--- src/rtl/tick_timer.sv ---
// tick_timer: programmable 16-bit interval timer clocked by clkin.
// It counts rising edges of tick_in (the divided 1 MHz clock) and raises a
// maskable interrupt on expiry. Four byte-wide registers are accessed over a
// cs/wr/rd bus.
// The optional square-wave output port tout is present only when the macro
// TICK_TIMER_OUT_EN is defined.
module tick_timer #(
    parameter logic [15:0] RESET_LATCH = 16'hFFFF,
    parameter int unsigned TICK_SYNC   = 0
) (
    input  logic       clkin,
    input  logic       reset,
    input  logic       tick_in,
    input  logic       cs,
    input  logic       wr,
    input  logic       rd,
    input  logic [1:0] addr,
    input  logic [7:0] din,
    output logic [7:0] dout,
    output logic       irq
`ifdef TICK_TIMER_OUT_EN
    ,
    output logic       tout
`endif
);

    typedef enum logic {
        STOPPED = 1'b0,
        RUNNING = 1'b1
    } state_t;

    state_t      state;
    logic [15:0] count;
    logic [15:0] latch;
    logic [2:0]  ctrl;
    logic        flag;
    logic [7:0]  hold;

    logic        tick_s;
    logic        tick_d;
    logic        tick;
    logic        wr_en;
    logic        rd_en;
    logic        load;
    logic        cnt_tick;
    logic        expire;

    generate
        if (TICK_SYNC != 0) begin : g_sync
            logic [1:0] sync_q;
            // Two-flop synchronizer for a tick_in from a foreign clock domain
            always_ff @(posedge clkin or posedge reset) begin
                if (reset) begin
                    sync_q <= '0;
                end else begin
                    sync_q <= {sync_q[0], tick_in};
                end
            end
            assign tick_s = sync_q[1];
        end else begin : g_nosync
            assign tick_s = tick_in;
        end
    endgenerate

    // Delayed copy of the tick source for rising-edge detection
    always_ff @(posedge clkin or posedge reset) begin
        if (reset) begin
            tick_d <= 1'b0;
        end else begin
            tick_d <= tick_s;
        end
    end

    // Bus strobes and count qualification; a counter reload drops a coincident tick
    always_comb begin
        tick     = tick_s & ~tick_d;
        wr_en    = cs & wr;
        rd_en    = cs & rd;
        load     = wr_en && (addr == 2'd1);
        cnt_tick = (state == RUNNING) && ctrl[0] && tick && !load;
        expire   = cnt_tick && (count == '0);
    end

    // Register file, read port and counter FSM
    always_ff @(posedge clkin or posedge reset) begin
        if (reset) begin
            state <= STOPPED;
            count <= '0;
            latch <= RESET_LATCH;
            ctrl  <= '0;
            flag  <= 1'b0;
            hold  <= '0;
            dout  <= '0;
`ifdef TICK_TIMER_OUT_EN
            tout  <= 1'b0;
`endif
        end else begin
            if (rd_en) begin
                case (addr)
                    2'd0: begin
                        dout <= count[7:0];
                        hold <= count[15:8];
                    end
                    2'd1: dout <= hold;
                    2'd2: dout <= {5'b0, ctrl};
                    default: begin
                        dout <= {7'b0, flag};
                        flag <= 1'b0;
                    end
                endcase
            end

            if (wr_en) begin
                case (addr)
                    2'd0:    latch[7:0]  <= din;
                    2'd1:    latch[15:8] <= din;
                    2'd2:    ctrl        <= din[2:0];
                    default: ;
                endcase
            end

            // Later assignments override the status-read clear, so an expiry in
            // the same cycle as a status read leaves the flag set.
            if (load) begin
                count <= {din, latch[7:0]};
                flag  <= 1'b0;
                state <= RUNNING;
            end else if (expire) begin
                flag <= 1'b1;
`ifdef TICK_TIMER_OUT_EN
                tout <= ~tout;
`endif
                if (ctrl[1]) begin
                    count <= latch;
                end else begin
                    state <= STOPPED;
                end
            end else if (cnt_tick) begin
                count <= count - 16'd1;
            end
        end
    end

    assign irq = flag & ctrl[2];

endmodule

--- config.mk ---
export PLATFORM = sky130hd
export DESIGN_NAME = tick_timer
export DESIGN_NICKNAME = d
export VERILOG_FILES = /design/src/rtl/tick_timer.sv
export SDC_FILE = /design/constraint.sdc
export NUM_CORES = 1
export LEC_CHECK = 0
export ABC_AREA = 0
export BUFFER_PORTS_ARGS = -buffer_cell sky130_fd_sc_hd__buf_2
export CORE_ASPECT_RATIO = 0.7
export CORE_MARGIN = 1
export CORE_UTILIZATION = 66
export CTS_BUF_LIST = sky130_fd_sc_hd__clkbuf_4 sky130_fd_sc_hd__clkbuf_8
export CTS_CLUSTER_DIAMETER = 50
export CTS_CLUSTER_SIZE = 12
export DETAILED_ROUTE_END_ITERATION = 8
export PLACE_DENSITY = 0.92
export SETUP_SLACK_MARGIN = 0.05
export SLEW_MARGIN = 30
export SYNTH_ARGS = -nofsm -noshare
export SYNTH_HDL_FRONTEND = slang
export SYNTH_SLANG_ARGS = --single-unit
--- constraint.sdc ---
create_clock -name clkin -period 3.5 [get_ports clkin]
set_clock_uncertainty 0.2 [all_clocks]
set_input_delay 1.05 -clock clkin [delete_from_list [all_inputs] [get_ports clkin]]
set_output_delay 1.05 -clock clkin [all_outputs]
set_load 0.005 [all_outputs]
* Word level (Yosys, flattened, before mapping) *
Index checks and enable logic that the tools add are counted.

storage, ports and cells
  register bits after elaboration = 54
  input port bits = 16
  output and inout port bits = 9

operators by class
  add/sub/neg operators = 1
  equal/unequal tests = 5
  mux-type cells = 12
  bitwise gates (word level) = 5
  reduce and logical (&&, ||, !) cells = 19

operator list
  operator                                                                  count
  16-bit 2-to-1 mux                                                         4
  8-bit one-hot mux with 3 select lines                                     1
  16-bit logical NOT                                                        1
  16-bit by 1-bit subtractor with 16-bit output (second input constant)     1
  2-bit AND reduction                                                       7
  1-bit 2-to-1 mux                                                          7
  3-bit nonzero test                                                        2
  1-bit logical AND                                                         5
  1-bit AND                                                                 4
  3-bit by 1-bit inequality test with 1-bit output (second input constant)  1
  3-bit inequality test (second input constant)                             1
  3-bit OR reduction                                                        1
  2-bit by 1-bit == test with 1-bit output (second input constant)          1
  2-bit == test (second input constant)                                     1
  2-bit logical NOT                                                         1
  2-bit by 1-bit inequality test with 1-bit output (second input constant)  1
  2-bit nonzero test                                                        1
  1-bit logical NOT                                                         1
  1-bit NOT                                                                 1

* Logic depth before layout (Yosys ltp) *
Gate-level depths: netlist of run 1.

  depth in word-level cells = 7
  gate-level depth with buffers = 8
  depth with buffers taken out = 7

* Worst setup path before layout of run 1 *
Ideal clock, no wire load.

  kind = input to register
  from = input addr[1]
  to = register count[9]
  data arrival time = 2.491 ns
  required time = 3.174 ns
  slack = 0.683 ns
  cell stages on the path = 7
  cells stage by stage = clkbuf_1 nand4b_1 nand2_1 o31a_1 clkbuf_1 o21ai_1 a221o_1

between the ends
  word-level cells in the longest chain between the ends = 7

ends and longest elaborated chain
  item                                                                RTL line  source
  start: declaration                                                  17        input logic [1:0] addr,
  2-bit by 1-bit == test with 1-bit output (*)                        79        load = wr_en && (addr == 2'd1);
  1-bit logical AND (*)                                               79
  1-bit logical NOT                                                   80        cnt_tick = (state == RUNNING) && ctrl[0] && tick && !load;
  1-bit logical AND                                                   80
  1-bit logical AND                                                   81        expire = cnt_tick && (count == '0);
  3-bit inequality test (no line), or another cell as far along       --
  2-bit AND reduction (no line) or 16-bit 2-to-1 mux (tied branches)  --
  end signal: assignment                                              125       count <= {din, latch[7:0]};
  end signal: assignment                                              134       count <= latch;
  end signal: assignment                                              139       count <= count - 16'd1;
  end: declaration                                                    33        logic [15:0] count;

Every way passes the cells marked *; elsewhere a longest branch is shown, timed or not.
A chain may end at the register's enable or synchronous reset.

* Worst setup path after layout of run 1 *
  from = register count[0]
  to = register count[6]

between the ends
  word-level cells in the longest chain between the ends = 4

ends and longest elaborated chain
  item                                                                                 RTL line  source
  16-bit by 1-bit subtractor with 16-bit output or 16-bit logical NOT (tied branches)  139, 81
  16-bit 2-to-1 mux or 1-bit logical AND (tied branches)                               138, 81
  16-bit 2-to-1 mux, or another cell as far along                                      128       end else if (expire) begin
  16-bit 2-to-1 mux or 2-bit AND reduction (tied branches)                             --

Parallel ways exist; a longest one is shown, timed or not. The select of a mux whose other input is x is not followed.

==> reports/results.tsv, run 1 <==
stage	metric	value	unit
cts	root_buffer	clkbuf_8	
power	p_comb_share	27.0	%
drt	met2_wirelength	3.20	mm
timing	relSlewSlack	52.8	%
power	seq_power_share	54.1	%
timing	tns	0	ns
synthesis	synth_cells	274	
floorplan	die-area	4530	um^2
timing	finalCritPeriodShare	80.2	%
cts	cts_tree	yes	
cts	post_cts_buffers	0	
drt	avgViaCountPerCell	6.74	
power	switchingPower	704	uW
power	swShare	35.9	%
synthesis	synth_edf_count	0	
drt	drt-initial-drc-count	266	
layout	layout.nets	313	
worst_setup_path	crit_required	3.51	ns
layout	num_antenna_cells	0	
layout	ff_latch_area	1370	um^2
synthesis	syn_nets	291	
drt	firstDrtPassIters	6	
layout	n_fill_cell	269	
power	cellPowerDensity	638	nW/um^2
cts	cts-htree-levels	2	
timing	final-setup-viol-count	0	
layout	layout_common_cells	43 x nand2_1, 38 x dfrtp_1, 24 x buf_2	
floorplan	die_h	56.6	um
worst_setup_path	end_kind	register	
synthesis	synth.avg_cell_area	10.3	um^2
layout	layout_commonest_cell	nand2_1	
worst_setup_path	crit_type	register to register	
job	drv_cap	0	
layout	final_layout_size_suffix_gt1_share	30.3	%
synthesis	synthArstFlopShare	100	%
floorplan	io_pins	25	
power	ir_drop	0.000395	V
cts	cts_buffers	5	
cts	cts_buffer_depth	2	
placement	dpl.hpwl	4.95	mm
grt	grt_pass1_wl	11.5	mm
floorplan	start_util	70.5	%
cts	cts.sinks	54	
power	leakagePower	1.36	nW
synthesis	synth_area	2820	um^2
floorplan	design.core.area	3990	um^2
drt	met1_length	2.92	mm
synthesis	synthFlopType	dfrtp_1	
cts	path_clk_slew	0.10	ns
worst_setup_path	startpoint	count[0]	
grt	grt_pass1_vias	2323	
floorplan	rows	19	
worst_setup_path	rrSetupSlack	0.69	ns
drt	drc_errors	0	
grt	grt-ovfl-total	0	
drt	highest_layer	met4	
timing	tightest_slew	0.704	ns
placement	port_buffers	24	
timing	final_max_slew_viol_count	0	
drt	routed_wl	6.95	mm
synthesis	yosysUniqueCellTypes	56	
floorplan	dieWidth	80.1	um
grt	grt_max_degree	34	
worst_setup_path	crit_path_start_kind	register	
status	outcome	finished, final reports clean	
timing	max_freq	356	MHz
synthesis	ys_seq_elements	54	
worst_setup_path	crit_fanout	9	
worst_setup_path	r2r_start	count[0]	
timing	rsz0062_at_grt	no	
cts	clk_latency	0.31	ns
grt	gr-usage-all-layers	34.6	%
min_path	hp-start	latch[9]	
layout	multi_input_area	1340	um^2
cts	post_cts_resized	0	
layout	design_area	3080	um^2
placement	dpl-instance-area	2980	um^2
drt	vias	2354	
timing	hold_viol	0	
cts	cts_hold_buf	0	
synthesis	yosys_warnings	0	
placement	place.gp.congestion	0.968	
power	p_int	1.26	mW
drt	routed-wl-met3	645	um
drt	ant_nets	0	
worst_setup_path	cp.arrival	2.82	ns
grt	antenna_found_initial	0	
synthesis	yosysSeqAreaShare	48.7	%
timing	min_period	2.81	ns
drt	wl_per_cell	19.9	um
power	clkPwrFrac	18.8	%
min_path	hold_path.class	register to register	
layout	area_growth	9.33	%
==> cells in the mapped netlist (2+ instances only) <==
library cell,number,area share [%]
nand4b_1,3,0.93
o2bb2ai_1,2,0.62
nor2b_1,2,0.44
a211o_1,2,0.62
a21oi_1,6,1.1
mux2i_1,7,2.5
nand3_1,4,0.71
a22oi_1,2,0.53
nand2_1,43,5.7
dfstp_2,16,15
nor4_1,7,1.6
o21ai_0,22,3.9
o211ai_1,4,1.1
a22o_1,8,2.5
nand4_1,2,0.44
nor2_1,17,2.3
and3_1,2,0.44
a31oi_1,2,0.44
inv_1,6,0.80
clkbuf_1,10,1.3
o21ai_1,2,0.36
nor3_1,5,0.89
dfrtp_1,38,34
mux2_2,23,9.2
buf_2,5,0.89
or4_1,4,1.1
==> state kept, by name, indices dropped and copies added (netlist names) <==
name	count
count	16
latch	16
dout	8
hold	8
ctrl	3
flag	1
state	1
tick_d	1
==> worst max-delay path, cell delays in order (launching register included) <==
cell	delay [ns]
dfrtp_1	0.44
inv_1	0.12
ha_1	0.20
nor4b_1	0.30
nand4_2	0.34
o21ai_2	0.49
mux2_2	0.39
a22o_1	0.24
==> cells by family (layout without fill, tap and decap cells) <==
logic type	after synthesis	in the layout	share of synthesized area (%)
compound gates	62	62	15.1
mux	31	31	12.5
fa+ha+maj	1	1	0.444
simple gates	103	103	19.7
buf+inv	23	46	3.56
flops	54	54	48.7
==> power by group through the flow <==
| stage | Sequential, mW | Combinational, mW | Clock [mW] |
|---|---|---|---|
| 2_1_floorplan | 0.960 | 0.451 | 0 |
| 3_3_place_gp | 1.04 | 0.497 | 0 |
| 3_5_place_dp | 1.06 | 0.521 | 0 |
| 4_1_cts | 1.05 | 0.526 | 0.370 |
| 5_1_grt | 1.08 | 0.582 | 0.398 |
| 6_report | 1.06 | 0.531 | 0.369 |
==> final timing paths <==
kind,endpoint,depth (start not counted)
worst max-delay path,count[6],7
worst min-delay path,latch[9],2
worst max register to register,count[6],7
worst min register to register,latch[9],2
max in group asynchronous,latch[13],3
min in group asynchronous,count[6],2
==> metal layers <==
layer / global-route usage (%) / vias up
met5: 0 / -
met1: 47.9 / 1133
met2: 51.5 / 148
met4: 17.3 / 0
met3: 7.64 / 21
li1: - / 1052
==> final cells by class <==
cell class | count | area share [%]
well taps | 52 | 2.11
flip-flops and latches | 54 | 44.6
repair buffers | 32 | 5.85
clock buffers | 7 | 2.93
multi-input cells | 197 | 43.7
inverters | 6 | 0.732
clock inverters | 1 | 0.163
==> metrics by stage <==
step / utilization (%) / power (mW) / hold slack, ns / std cells / setup WS (ns)
floorplan: - / 1.41 / 0.236 / 274 / 0.683
global placement: 74.7 / 1.54 / 0.244 / 341 / 0.591
detailed placement: 74.7 / 1.58 / 0.253 / 341 / 0.467
CTS: 77.1 / 1.95 / 0.266 / 349 / 0.712
global route: 77.1 / 2.06 / 0.288 / 349 / 0.535
finish: 77.1 / 1.96 / 0.269 / 349 / 0.694
(Power assumes the default switching activity.)
==> run 2, diff against run 1 <==
--- a/config.mk
+++ b/config.mk
@@ -9,12 +9,12 @@
 export BUFFER_PORTS_ARGS = -buffer_cell sky130_fd_sc_hd__buf_2
 export CORE_ASPECT_RATIO = 0.7
 export CORE_MARGIN = 1
-export CORE_UTILIZATION = 66
+export CORE_UTILIZATION = 55
 export CTS_BUF_LIST = sky130_fd_sc_hd__clkbuf_4 sky130_fd_sc_hd__clkbuf_8
 export CTS_CLUSTER_DIAMETER = 50
 export CTS_CLUSTER_SIZE = 12
 export DETAILED_ROUTE_END_ITERATION = 8
-export PLACE_DENSITY = 0.92
+export PLACE_DENSITY = 0.82
 export SETUP_SLACK_MARGIN = 0.05
 export SLEW_MARGIN = 30
 export SYNTH_ARGS = -nofsm -noshare
==> constraint.sdc (replaced) <==
create_clock -name clkin -period 2.4 [get_ports clkin]
set_clock_uncertainty 0.2 [all_clocks]
set_input_delay 0.72 -clock clkin [delete_from_list [all_inputs] [get_ports clkin]]
set_output_delay 0.72 -clock clkin [all_outputs]
set_load 0.005 [all_outputs]
==> run 2 against run 1 <==
  * Sequential share of layout area fell by 3.4 points
  * Non-clock buffer count increased by 24
  * Register-to-register slack got worse by 0.61 ns
  * Total power up 54%
  * Sequential power is 39% higher
  * Fmax increased by 21%
  * Clock power increased by 46%
  * Wire length fell by 1.6%
  * Critical endpoint is now count[12]
  * Largest power group unchanged
  * Highest routed layer unchanged
==> reports/results.tsv, run 2 (synthesized netlist as in run 1, its figures left out) <==
stage	metric	value	unit	change
power	leakagePower	1.48	nW	was 1.36 nW
placement	port_buffers	24		unchanged
cts	cts_hold_buf	0		unchanged
min_path	hold_path.class	input port to async pin		was register to register
cts	root_buffer	clkbuf_8		unchanged
drt	wl_per_cell	17.5	um	was 19.9 um
timing	hold-worst-slack	0.227	ns	was 0.269 ns
layout	top_regs	count x16, latch x16		unchanged
drt	drc_errors	0		unchanged
floorplan	design.core.area	4860	um^2	was 3990 um^2
power	ir_drop	0.000546	V	was 0.000395 V
floorplan	io_pins	25		unchanged
cts	clk_latency	0.32	ns	was 0.31 ns
floorplan	die-area	5410	um^2	was 4530 um^2
grt	grt_pass1_vias	2155		was 2323
cts	cts-htree-levels	2		unchanged
worst_setup_path	crit_fanout	4		was 9
status	outcome	finished, final reports clean		unchanged
layout	final_layout_size_suffix_gt1_share	37.4	%	was 30.3%
timing	finalCritPeriodShare	96.4	%	was 80.2%
placement	dp_cells	378		was 341
drt	firstDrtPassIters	4		was 6
placement	dp_slack	0.00444	ns	was 0.467 ns
worst_setup_path	cp.arrival	2.36	ns	was 2.82 ns
timing	rsz0062_at_grt	yes		was no
drt	avgViaCountPerCell	5.89		was 6.74
grt	grt-ovfl-total	0		unchanged
grt	grt_max_degree	55		was 34
timing	hold_viol	0		unchanged
layout	n_fill_cell	391		was 269
floorplan	rows	21		was 19
layout	layout.nets	337		was 313
grt	gr-usage-all-layers	28.0	%	was 34.6%
timing	fin_ws	0.0860	ns	was 0.694 ns
power	p_total	3.02	mW	was 1.96 mW
job	drv_cap	0		unchanged
worst_setup_path	crit_type	register to register		unchanged
layout	layout_commonest_cell	nand2_1		unchanged
layout	layout_common_cells	43 x nand2_1, 37 x dfrtp_1, 30 x buf_4		was 43 x nand2_1, 38 x dfrtp_1, 24 x buf_2
floorplan	die_h	61.9	um	was 56.6 um
timing	relSlewSlack	70.2	%	was 52.8%
timing	final_max_slew_viol_count	0		unchanged
layout	area_growth	18.6	%	was 9.33%
cts	cts_buffers	5		unchanged
layout	design_area	3340	um^2	was 3080 um^2
timing	max_freq	432	MHz	was 356 MHz
power	cellPowerDensity	906	nW/um^2	was 638 nW/um^2
placement	dpl.hpwl	5.01	mm	was 4.95 mm
cts	cts_tree	yes		unchanged
layout	post-route-util	68.7	%	was 77.1%
drt	ant_nets	0		unchanged
worst_setup_path	crit_path_start_kind	register		unchanged
floorplan	start_util	57.9	%	was 70.5%
worst_setup_path	end_kind	register		unchanged
timing	tns	0	ns	unchanged
timing	final-setup-viol-count	0		unchanged
worst_setup_path	crit_required	2.44	ns	was 3.51 ns
timing	min_period	2.31	ns	was 2.81 ns
cts	cts_buffer_depth	2		unchanged
layout	finalNonFillerCells	390		was 349
cts	cts.sinks	54		unchanged
layout	num_antenna_cells	0		unchanged
timing	tightest_slew	0.446	ns	was 0.704 ns
drt	routed_wl	6.84	mm	was 6.95 mm
grt	antenna_found_initial	0		unchanged
cts	path_clk_slew	0.09	ns	was 0.10 ns
placement	place.gp.congestion	0.891		was 0.968
placement	dpl-instance-area	3180	um^2	was 2980 um^2
floorplan	dieWidth	87.5	um	was 80.1 um
drt	vias	2298		was 2354
grt	grt_pass1_wl	11.0	mm	was 11.5 mm
drt	drt-initial-drc-count	124		was 266
[run 2: path summary, 6_finish.rpt]
path,start,end,slack [ns],cells after the start
max,count[0],count[12],0.09,7
min,reset,dout[7],0.23,3
max reg2reg,count[0],count[12],0.09,7
min reg2reg,latch[13],latch[13],0.26,2
max in group asynchronous,reset,latch[1],1.46,3
min in group clkin,latch[13],latch[13],0.26,2
[run 2: timing repair]
action,in CTS,in global routing
pin swaps,0,5
resized for setup,3,5
endpoints found under the setup margin,6,12
buffers inserted,0,4
[run 2: layout make-up]
| class | count | area [um^2] | share of cell area (%) |
|---|---|---|---|
| Inverter | 6 | 22.5 | 0.675 |
| Clock buffer | 7 | 90.1 | 2.70 |
| Tap cell | 69 | 86.3 | 2.59 |
| Clock inverter | 1 | 5.00 | 0.150 |
| Multi-Input combinational cell | 197 | 1380 | 41.2 |
| Timing Repair Buffer | 56 | 385 | 11.5 |
| Sequential cell | 54 | 1370 | 41.1 |
[run 2: worst max-delay path: stages, from the launching register on]
cell and delay [ns]:
dfrtp_1 0.39, inv_2 0.10, ha_4 0.15, or3b_4 0.43
nor2_8 0.17, o211ai_4 0.11, or4_1 0.49, a31oi_1 0.20
[run 2: per-layer routing]
| layer | GRT usage (%) | vias to the layer above | part of all wire (%) |
|---|---|---|---|
| li1 | - | 1095 | - |
| met1 | 39.0 | 1110 | 47 |
| met5 | 0 | - | 0 |
| met3 | 8.72 | 10 | 7.9 |
| met2 | 41.5 | 83 | 44 |
| met4 | 10.8 | 0 | 1.6 |
[run 2: power breakdown]
group	switching [mW]	total, mW	internal, mW
logic	0.495	1.01	0.516
registers	0.254	1.47	1.22
clock network	0.295	0.540	0.245
